==> src/rtl/mul_defs.sv <==
// Shared definitions for the sequential shift-add multiplier: state encoding,
// iteration count and counter width.
package mul_defs;

  typedef enum logic [1:0] {
    IDLE = 2'b00,
    EXEC = 2'b01,
    DONE = 2'b10
  } mul_state_t;

  localparam int unsigned ITERS = 32;
  localparam int unsigned CNT_W = 5;

  // True on the final EXEC iteration, the one that hands over to DONE.
  function automatic logic last_iter(input logic [CNT_W-1:0] cnt);
    return cnt == CNT_W'(ITERS - 1);
  endfunction

endpackage

==> src/rtl/cla32_ov.sv <==
// 32-bit carry-lookahead adder built from 4-bit lookahead groups, exposing the
// carry out of bit 31 (co) and the carry into bit 31 (co_prev).
module cla32_ov (
  input  logic [31:0] a,
  input  logic [31:0] b,
  input  logic        ci,
  output logic [31:0] sum,
  output logic        co,
  output logic        co_prev
);

  logic [31:0] g;
  logic [31:0] p;
  logic [32:0] c;

  assign g    = a & b;
  assign p    = a ^ b;
  assign c[0] = ci;

  // Each group resolves its four internal carries directly from the group carry-in.
  for (genvar gi = 0; gi < 8; gi++) begin : g_grp
    localparam int B = gi * 4;
    assign c[B+1] = g[B] | (p[B] & c[B]);
    assign c[B+2] = g[B+1] | (p[B+1] & g[B]) | (p[B+1] & p[B] & c[B]);
    assign c[B+3] = g[B+2] | (p[B+2] & g[B+1]) | (p[B+2] & p[B+1] & g[B])
                  | (p[B+2] & p[B+1] & p[B] & c[B]);
    assign c[B+4] = g[B+3] | (p[B+3] & g[B+2]) | (p[B+3] & p[B+2] & g[B+1])
                  | (p[B+3] & p[B+2] & p[B+1] & g[B])
                  | (p[B+3] & p[B+2] & p[B+1] & p[B] & c[B]);
  end

  assign sum     = p ^ c[31:0];
  assign co      = c[32];
  assign co_prev = c[31];

endmodule

==> src/rtl/mul32_seq.sv <==
// Unsigned 32x32 -> 64 sequential shift-add multiplier, one partial product per
// clock over 32 EXEC cycles, with synchronous abort and a held result register.
module mul32_seq
  import mul_defs::*;
(
  input  logic        clk,
  input  logic        reset_n,
  input  logic        start,
  input  logic        clear,
  input  logic [31:0] mcand,
  input  logic [31:0] mplier,
  output logic        busy,
  output logic        done,
  output logic [63:0] result
);

  mul_state_t       state_q, state_d;
  logic [CNT_W-1:0] cnt_q, cnt_d;
  logic [31:0]      m_q, m_d;
  logic [31:0]      p_hi_q, p_hi_d;
  logic [31:0]      p_lo_q, p_lo_d;
  logic [63:0]      result_q, result_d;

  logic [31:0] addend;
  logic [31:0] add_sum;
  logic        add_co;
  logic [63:0] p_shifted;

  assign addend = p_lo_q[0] ? m_q : 32'd0;

  cla32_ov u_add (
    .a       (p_hi_q),
    .b       (addend),
    .ci      (1'b0),
    .sum     (add_sum),
    .co      (add_co),
    .co_prev ()
  );

  // The carry becomes the new MSB, so nothing is lost across iterations.
  assign p_shifted = {add_co, add_sum, p_lo_q[31:1]};

  always_comb begin
    state_d  = state_q;
    cnt_d    = cnt_q;
    m_d      = m_q;
    p_hi_d   = p_hi_q;
    p_lo_d   = p_lo_q;
    result_d = result_q;
    if (clear) begin
      state_d = IDLE;
    end else begin
      case (state_q)
        IDLE: begin
          if (start) begin
            m_d     = mcand;
            p_hi_d  = 32'd0;
            p_lo_d  = mplier;
            cnt_d   = '0;
            state_d = EXEC;
          end
        end
        EXEC: begin
          p_hi_d = p_shifted[63:32];
          p_lo_d = p_shifted[31:0];
          cnt_d  = cnt_q + CNT_W'(1);
          if (last_iter(cnt_q)) begin
            result_d = p_shifted;
            state_d  = DONE;
          end
        end
        DONE:    state_d = IDLE;
        default: state_d = IDLE;
      endcase
    end
  end

  always_ff @(posedge clk or negedge reset_n) begin
    if (!reset_n) begin
      state_q  <= IDLE;
      cnt_q    <= '0;
      m_q      <= 32'd0;
      p_hi_q   <= 32'd0;
      p_lo_q   <= 32'd0;
      result_q <= 64'd0;
    end else begin
      state_q  <= state_d;
      cnt_q    <= cnt_d;
      m_q      <= m_d;
      p_hi_q   <= p_hi_d;
      p_lo_q   <= p_lo_d;
      result_q <= result_d;
    end
  end

  assign busy   = (state_q == EXEC);
  assign done   = (state_q == DONE);
  assign result = result_q;

endmodule

==> config.mk <==
export PLATFORM = sky130hd
export DESIGN_NAME = mul32_seq
export DESIGN_NICKNAME = d
export VERILOG_FILES = /design/src/rtl/mul_defs.sv /design/src/rtl/cla32_ov.sv /design/src/rtl/mul32_seq.sv
export SDC_FILE = /design/constraint.sdc
export NUM_CORES = 1
export LEC_CHECK = 0
export CAP_MARGIN = 40
export CORE_ASPECT_RATIO = 1.1
export CORE_MARGIN = 10
export CORE_UTILIZATION = 39
export CTS_BUF_LIST = sky130_fd_sc_hd__clkbuf_16
export CTS_CLUSTER_SIZE = 24
export DETAILED_ROUTE_END_ITERATION = 8
export PLACE_DENSITY = 0.73
export SYNTH_ARGS = -nofsm -noshare
export SYNTH_HDL_FRONTEND = slang
export SYNTH_SLANG_ARGS = --single-unit
==> constraint.sdc <==
create_clock -name clk -period 3.5 [get_ports clk]
set_input_delay 1.05 -clock clk [delete_from_list [all_inputs] [get_ports clk]]
set_output_delay 1.05 -clock clk [all_outputs]
set_load 0.05 [all_outputs]
==> key figures, run 1 <==
GRT
  – Initial antenna violation count: 0
  – First-pass GRT wire length: 30.9 mm
  – Global route total overflow: 0
  – Largest net degree at the start of global routing: 62
  – GRT Resource Usage Total: 14.5%
  – Vias in the first global route: 5940

Setup path
  – Worst path slowest cell: dfrtp_4
  – Worst EP arrival: 3.54 ns
  – Setup CP Type: flip-flop to flip-flop
  – Worst Path Max Fanout: 19
  – CP Cell Sequence: nand2_1, inv_1, ha_1, a211oi_2, nor2_1, o31a_1, o211ai_2, a21oi_2, o21ai_1, nand2_1, fa_1, mux2_2
  – Required time of the critical path: 3.81 ns
  – Worst setup endpoint: result[59]$_DFFE_PN0P_
  – Reg2Reg Setup Slack: 0.27 ns
  – Worst reg2reg startpoint: p_lo_q[0]$_DFFE_PN0P_
  – Largest stage delay, worst path: 0.57 ns
  – Worst setup SP type: flip-flop
  – Critical Path End Type: flip-flop
  – R2R cell count: 12
  – Critical path launch point: p_lo_q[0]$_DFFE_PN0P_
  – Reg-to-Reg End: result[59]$_DFFE_PN0P_
  – Critical Path Most Common Cell: nand2_1

STA
  – Max Fclk: 310 MHz
  – Clock skew: 0.00787 ns
  – Slew Limit Headroom: 60.2%
  – Post-route minimum period: 3.23 ns
  – Slew @ Worst Pin: 0.598 ns
  – Fin. Hold Viols: 0
  – Slew Limit Fails: 0
  – Setup_tns: 0 ns
  – Final Setup Violations: 0
  – Hold_ws: 0.482 ns
  – Final period util: 92.2%

Die
  – Die Y: 169 um
  – Initial Util: 39.7%
  – FP Rows: 54
  – Core area: 0.0198 mm^2
  – I/O pin cnt: 134
  – Die area: 0.0262 mm^2
  – Die width: 155 um

Logic synthesis
  – Most area-hungry cell type in the Yosys netlist: dfrtp_1
  – Syn Std Cell Area: 0.00785 mm^2
  – Synth top area cells: dfrtp_1 (53%), mux2_2 (9.5%), ha_1 (5.4%)
  – Synth top area share: 53.2%
  – Post-Syn Nets: 809
  – Post-Synthesis Cells: 699
  – Post-synthesis async set-or-reset flop share: 100%
  – Primary FF master, synth: dfrtp_1
  – Cell variety after synth: 47
  – Synthesized area per cell: 11.2 um^2
  – Post-synth EDFFs: 0
  – Ys Warns: 0
  – Yosys reg bits: 167
  – Post-synthesis sequential area ratio: 53.2%

Clock tree
  – Count of hold-fix buffers inserted at cts: 0
  – CTS tree: built
  – Root buf cell: clkbuf_16
  – CTS Buf Count: 17
  – H-tree levels: 4
  – Clock sink count: 167
  – Clk buf depth: 2
  – Clock transition at path regs: 0.07 ns
  – Worst-skew pair later-pin latency: 0.42 ns

Pwr
  – Leak pwr: 4.70 nW
  – Pwr/cell area: 516 mW/mm^2
  – Max VDD drop: 366 uV

Route
  – Vias per cell: 5.09
  – Residual DRC count: 0
  – DR pass1 iterations: 4
  – WL per Instance: 17.1 um
  – DR vias: 5592
  – Iteration-0 DRC Markers: 243
  – Post-Route WL: 18.8 mm
  – Routed Antenna Nets: 0

Place
  – Final Wtd Congestion: 0.797
  – # port buffers: 133
  – DP HPWL: 13.4 mm
  – Post-placement cell count: 1065

Layout
  – Most common cell after layout, fill and taps aside: dfrtp_1
  – Nets: 944
  – Filler cell count: 1757
  – Core Util, Final: 51.3%
  – Share of cells above drive strength 1: 15.1%
  – Most frequent cells in the layout: dfrtp_1 (166), clkdlybuf4s50_1 (131), nand2_1 (99), o21ai_0 (72), mux2_2 (66)
  – Area Overhead vs Synth: 29.4%
  – Post-route insts no fill: 1099
  – ANT cells: 0

Worst hold path
  – WHS Path Cells: 2
  – Class of the worst hold path: flip-flop to flip-flop

Job
  – Max_cap viols: 0

Run status
  – Status: finished, final reports clean
==> through the flow <==
stage                     instance area, um^2  total power [mW]  setup WS (ns)
after floorplan                          7850              3.11          0.508
after global placement                   9570              3.46          0.218
after detailed placement                 9590              3.50         0.0233
after CTS                               10100              5.29         0.0284
after global routing                    10200              5.55       -0.00262
final                                   10200              5.24          0.272
==> cell families (layout without fill, tap and decap cells) <==
family                   Yosys count  count (layout)  share of synthesized area (%)
multiplexers                      91              91                           12.7
AO/OA/AOI/OAI                    151             151                           11.8
XOR/XNOR                          22              22                           2.45
AND/OR/NAND/NOR                  163             163                           9.42
buffers and inverters             63             211                           3.03
flip-flops                       167             167                           53.2
adder cells (fa/ha/maj)           42              42                           7.46
==> report_power, final <==
part	switching [mW]	internal, mW
clock	0.800	0.982
combinational	0.573	0.510
sequential	0.189	2.19
==> synthesized netlist by cell type, types with 2 or more instances <==
library cell,instances
a21o_1,8
a21oi_1,17
a222oi_1,7
a22o_1,4
a41o_1,2
and2_1,26
and3_1,2
buf_1,5
clkbuf_1,28
dfrtp_1,167
fa_1,8
ha_1,34
inv_1,29
mux2_2,66
mux2i_1,25
nand2_1,100
nand2b_1,3
nand3_1,4
nand4_1,2
nor2_1,11
nor2b_1,6
nor3_1,2
o21a_1,4
o21ai_0,73
o21ai_1,17
o21bai_1,3
o31ai_1,4
or2_2,2
or3_1,2
xnor2_1,8
xor2_1,14
==> how the worst min path moves through the flow <==
stage,from,endpoint,slack [ns]
after floorplan,p_hi_q[29]$_DFFE_PN0P_,p_hi_q[29]$_DFFE_PN0P_,0.46
after global placement,result[39]$_DFFE_PN0P_,result[39]$_DFFE_PN0P_,0.46
after detailed placement,result[39]$_DFFE_PN0P_,result[39]$_DFFE_PN0P_,0.47
after CTS,result[39]$_DFFE_PN0P_,result[39]$_DFFE_PN0P_,0.48
after global routing,p_hi_q[2]$_DFFE_PN0P_,p_hi_q[2]$_DFFE_PN0P_,0.51
final,result[37]$_DFFE_PN0P_,result[37]$_DFFE_PN0P_,0.48
==> what timing repair did <==
item / CTS / global route
buffers inserted: 0 / 2
endpoints found under the setup margin: 0 / 5
gates resized for setup: 0 / 2
==> state kept, by name (all words and copies together) (netlist names) <==
| register | flops |
|---|---|
| p_lo_q | 32 |
| p_hi_q | 32 |
| m_q | 32 |
| cnt_q | 5 |
| state_q | 2 |
| result | 64 |
==> routing by layer <==
metal  vias up  wire, um  GRT usage [%]
met5         -         0              0
met4         0       183           3.95
met3        19      1200           4.66
met2       130      8670           22.9
met1      2749      8720           18.7
li1       2694         -              -
==> cell type report <==
type,instances,area (um^2),area share [%]
clock inverter,15,129,1.27
sequential,167,4180,41.2
multi-input combinational,469,3470,34.1
inverter,29,109,1.07
tap,252,315,3.10
timing repair buffer,150,1530,15.1
clock buffer,17,425,4.19
==> worst max-delay path: cells and delay by family, from the launching register on <==
kind	cells	cell delay, ns
muxes	1	0.28
and+or+nand+nor	3	0.35
AOI/OAI and AO/OA	5	1.08
adders and majority gates	2	0.77
DFF	1	0.57
buffers and inverters	1	0.05
(Power assumes the default switching activity.)
==> inputs of run 2 (changes only) <==
--- a/config.mk
+++ b/config.mk
@@ -5,7 +5,7 @@
 export SDC_FILE = /design/constraint.sdc
 export NUM_CORES = 1
 export LEC_CHECK = 0
-export CAP_MARGIN = 40
+export CAP_MARGIN = 15
 export CORE_ASPECT_RATIO = 1.1
 export CORE_MARGIN = 10
 export CORE_UTILIZATION = 39
==> run 2 against run 1 <==
  * First-iteration DRC count decreased by 12%
  * Non-clock buffer count decreased by 3
  * Worst setup slack improved by 0.0073 ns
  * Flip-flop and latch count unchanged
  * Sequential share of layout area increased by 0.092 points
  * Global-route usage decreased by 0.13 points
  * Worst hold slack improved by 0.00094 ns
  * Via count decreased by 0.43%
  * Count of clock-buffer cells in the layout unchanged
  * Combinational power about the same
  * Fmax increased by 0.23%
  * Die area unchanged
  * Critical endpoint unchanged
==> key figures, run 2 (synthesis gave the netlist of run 1 again) <==
Die
  – I/O pin cnt: 134
  – Initial Util: 39.7%
  – Die area: 0.0262 mm^2
  – Die width: 155 um
  – Die Y: 169 um
  – FP Rows: 54
  – Core area: 0.0198 mm^2

Clock tree
  – Root buf cell: clkbuf_16
  – Clock sink count: 167
  – CTS tree: built
  – Clk buf depth: 2
  – Post-CTS setup buffers: 0
  – Worst-skew pair later-pin latency: 0.42 ns
  – Clock transition at path regs: 0.06 ns
  – H-tree levels: 4
  – CTS Buf Count: 17

STA
  – Clock skew: 0.00743 ns
  – Setup_tns: 0 ns
  – Post-route minimum period: 3.22 ns
  – Max Fclk: 310 MHz
  – RSZ-0062 raised after global routing: no
  – Slew @ Worst Pin: 0.984 ns
  – Fin. Hold Viols: 0
  – Slew Limit Headroom: 34.1%
  – Final period util: 92.0%
  – Final Setup Violations: 0
  – Slew Limit Fails: 0

Job
  – Max_cap viols: 0

Route
  – Vias per cell: 5.08
  – Post-Route WL: 18.7 mm
  – Iteration-0 DRC Markers: 213
  – DR pass1 iterations: 5
  – Residual DRC count: 0
  – Routed Antenna Nets: 0
  – WL per Instance: 17.1 um
  – DR vias: 5568

Layout
  – ANT cells: 0
  – Filler cell count: 1760
  – Post-route insts no fill: 1096
  – Most frequent cells in the layout: dfrtp_1 (166), clkdlybuf4s50_1 (131), nand2_1 (99), o21ai_0 (72), mux2_2 (66)
  – Area Overhead vs Synth: 29.0%
  – Max FFs per register: 64
  – Core Util, Final: 51.2%
  – Nets: 941
  – Share of cells above drive strength 1: 14.6%
  – Most common cell after layout, fill and taps aside: dfrtp_1

GRT
  – Initial antenna violation count: 0
  – Global route total overflow: 0
  – Vias in the first global route: 5868
  – First-pass GRT wire length: 30.7 mm
  – GRT Resource Usage Total: 14.4%
  – Largest net degree at the start of global routing: 62

Pwr
  – Leak pwr: 4.70 nW
  – Pwr/cell area: 520 mW/mm^2
  – Max VDD drop: 367 uV

Setup path
  – Required time of the critical path: 3.80 ns
  – Bufs and invs on worst path: 1
  – Largest stage delay, worst path: 0.53 ns
  – Reg2Reg Setup Slack: 0.28 ns
  – Stages on worst setup path: 12
  – Cell family with most CP delay: compound AO/OA/AOI/OAI gates
  – Worst path slowest cell: dfrtp_2
  – R2R cell count: 12
  – CP Cell Sequence: nand2_1, inv_1, ha_1, a211oi_2, nor2_1, o31a_1, o211ai_2, a21oi_2, o21ai_1, nand2_1, fa_1, mux2_2
  – Worst setup SP type: flip-flop
  – Critical Path Most Common Cell: nand2_1
  – Worst Path Max Fanout: 19
  – Critical Path End Type: flip-flop
  – Worst EP arrival: 3.52 ns
  – Setup CP Type: flip-flop to flip-flop

Run status
  – Status: finished, final reports clean

Place
  – # port buffers: 133
  – Final Wtd Congestion: 0.797
  – Post-placement cell count: 1064
  – DP HPWL: 13.4 mm

Worst hold path
  – Class of the worst hold path: flip-flop to flip-flop
  – WHS Path Cells: 2
-- run 2: cell types whose count changed in the layout (fill, tap and decap cells not counted), sizes merged --
cell      delta
bufinv       +1
buf          -3
clkinvlp     -4
inv          -4
clkinv       +7
-- run 2: area by class of cell --
cell class / count / area, um^2 / share of cell area [%]
inverters: 29 / 109 / 1.07
clock inverters: 15 / 138 / 1.36
well taps: 252 / 315 / 3.11
clock buffers: 17 / 425 / 4.20
flip-flops and latches: 167 / 4180 / 41.3
multi-input cells: 469 / 3470 / 34.2
repair buffers: 147 / 1500 / 14.8
-- run 2: worst reg2reg max path, stage by stage (launching register included) --
cell      delay [ns]
dfrtp_2         0.53
nand2_1         0.16
inv_1           0.06
ha_1            0.29
a211oi_2        0.22
nor2_1          0.11
o31a_1          0.28
o211ai_2        0.26
a21oi_2         0.12
o21ai_1         0.21
nand2_1         0.10
fa_1            0.48
mux2_2          0.28
-- run 2: final timing paths --
path,from,endpoint
max reg2reg,p_lo_q[0]$_DFFE_PN0P_,result[59]$_DFFE_PN0P_
max,p_lo_q[0]$_DFFE_PN0P_,result[59]$_DFFE_PN0P_
min reg2reg,result[37]$_DFFE_PN0P_,result[37]$_DFFE_PN0P_
min in group asynchronous,reset_n,result[9]$_DFFE_PN0P_
min,result[37]$_DFFE_PN0P_,result[37]$_DFFE_PN0P_
max in group asynchronous,reset_n,p_lo_q[23]$_DFFE_PN0P_
-- run 2: power breakdown --
group / internal, mW / switching [mW] / total (mW) / leakage, nW
combinational: 0.508 / 0.574 / 1.08 / 2.22
sequential: 2.19 / 0.190 / 2.38 / 2.20
clock: 1.04 / 0.769 / 1.81 / 0.280
-- run 2: repair_timing --
item,in CTS,in global routing
setup endpoints to repair,0,6
hold buffers,0,0
resized for setup,0,1
-- run 2: layer usage --
layer	wire length, um	track usage, %	vias up
li1	-	-	2679
met1	8720	18.9	2729
met2	8500	22.6	141
met3	1320	4.23	19
met4	198	3.91	0
met5	0	0	-
-- run 2: metrics by stage --
| stage | hold WS (ns) | area, um^2 | total power, mW | setup slack, ns |
|---|---|---|---|---|
| after detailed placement | 0.469 | 9570 | 3.50 | 0.0375 |
| after global routing | 0.507 | 10100 | 5.57 | 0.0233 |
| after CTS | 0.484 | 10100 | 5.33 | 0.0154 |
| after global placement | 0.463 | 9570 | 3.46 | 0.218 |
| after floorplan | 0.455 | 7850 | 3.11 | 0.508 |
| final | 0.483 | 10100 | 5.27 | 0.279 |
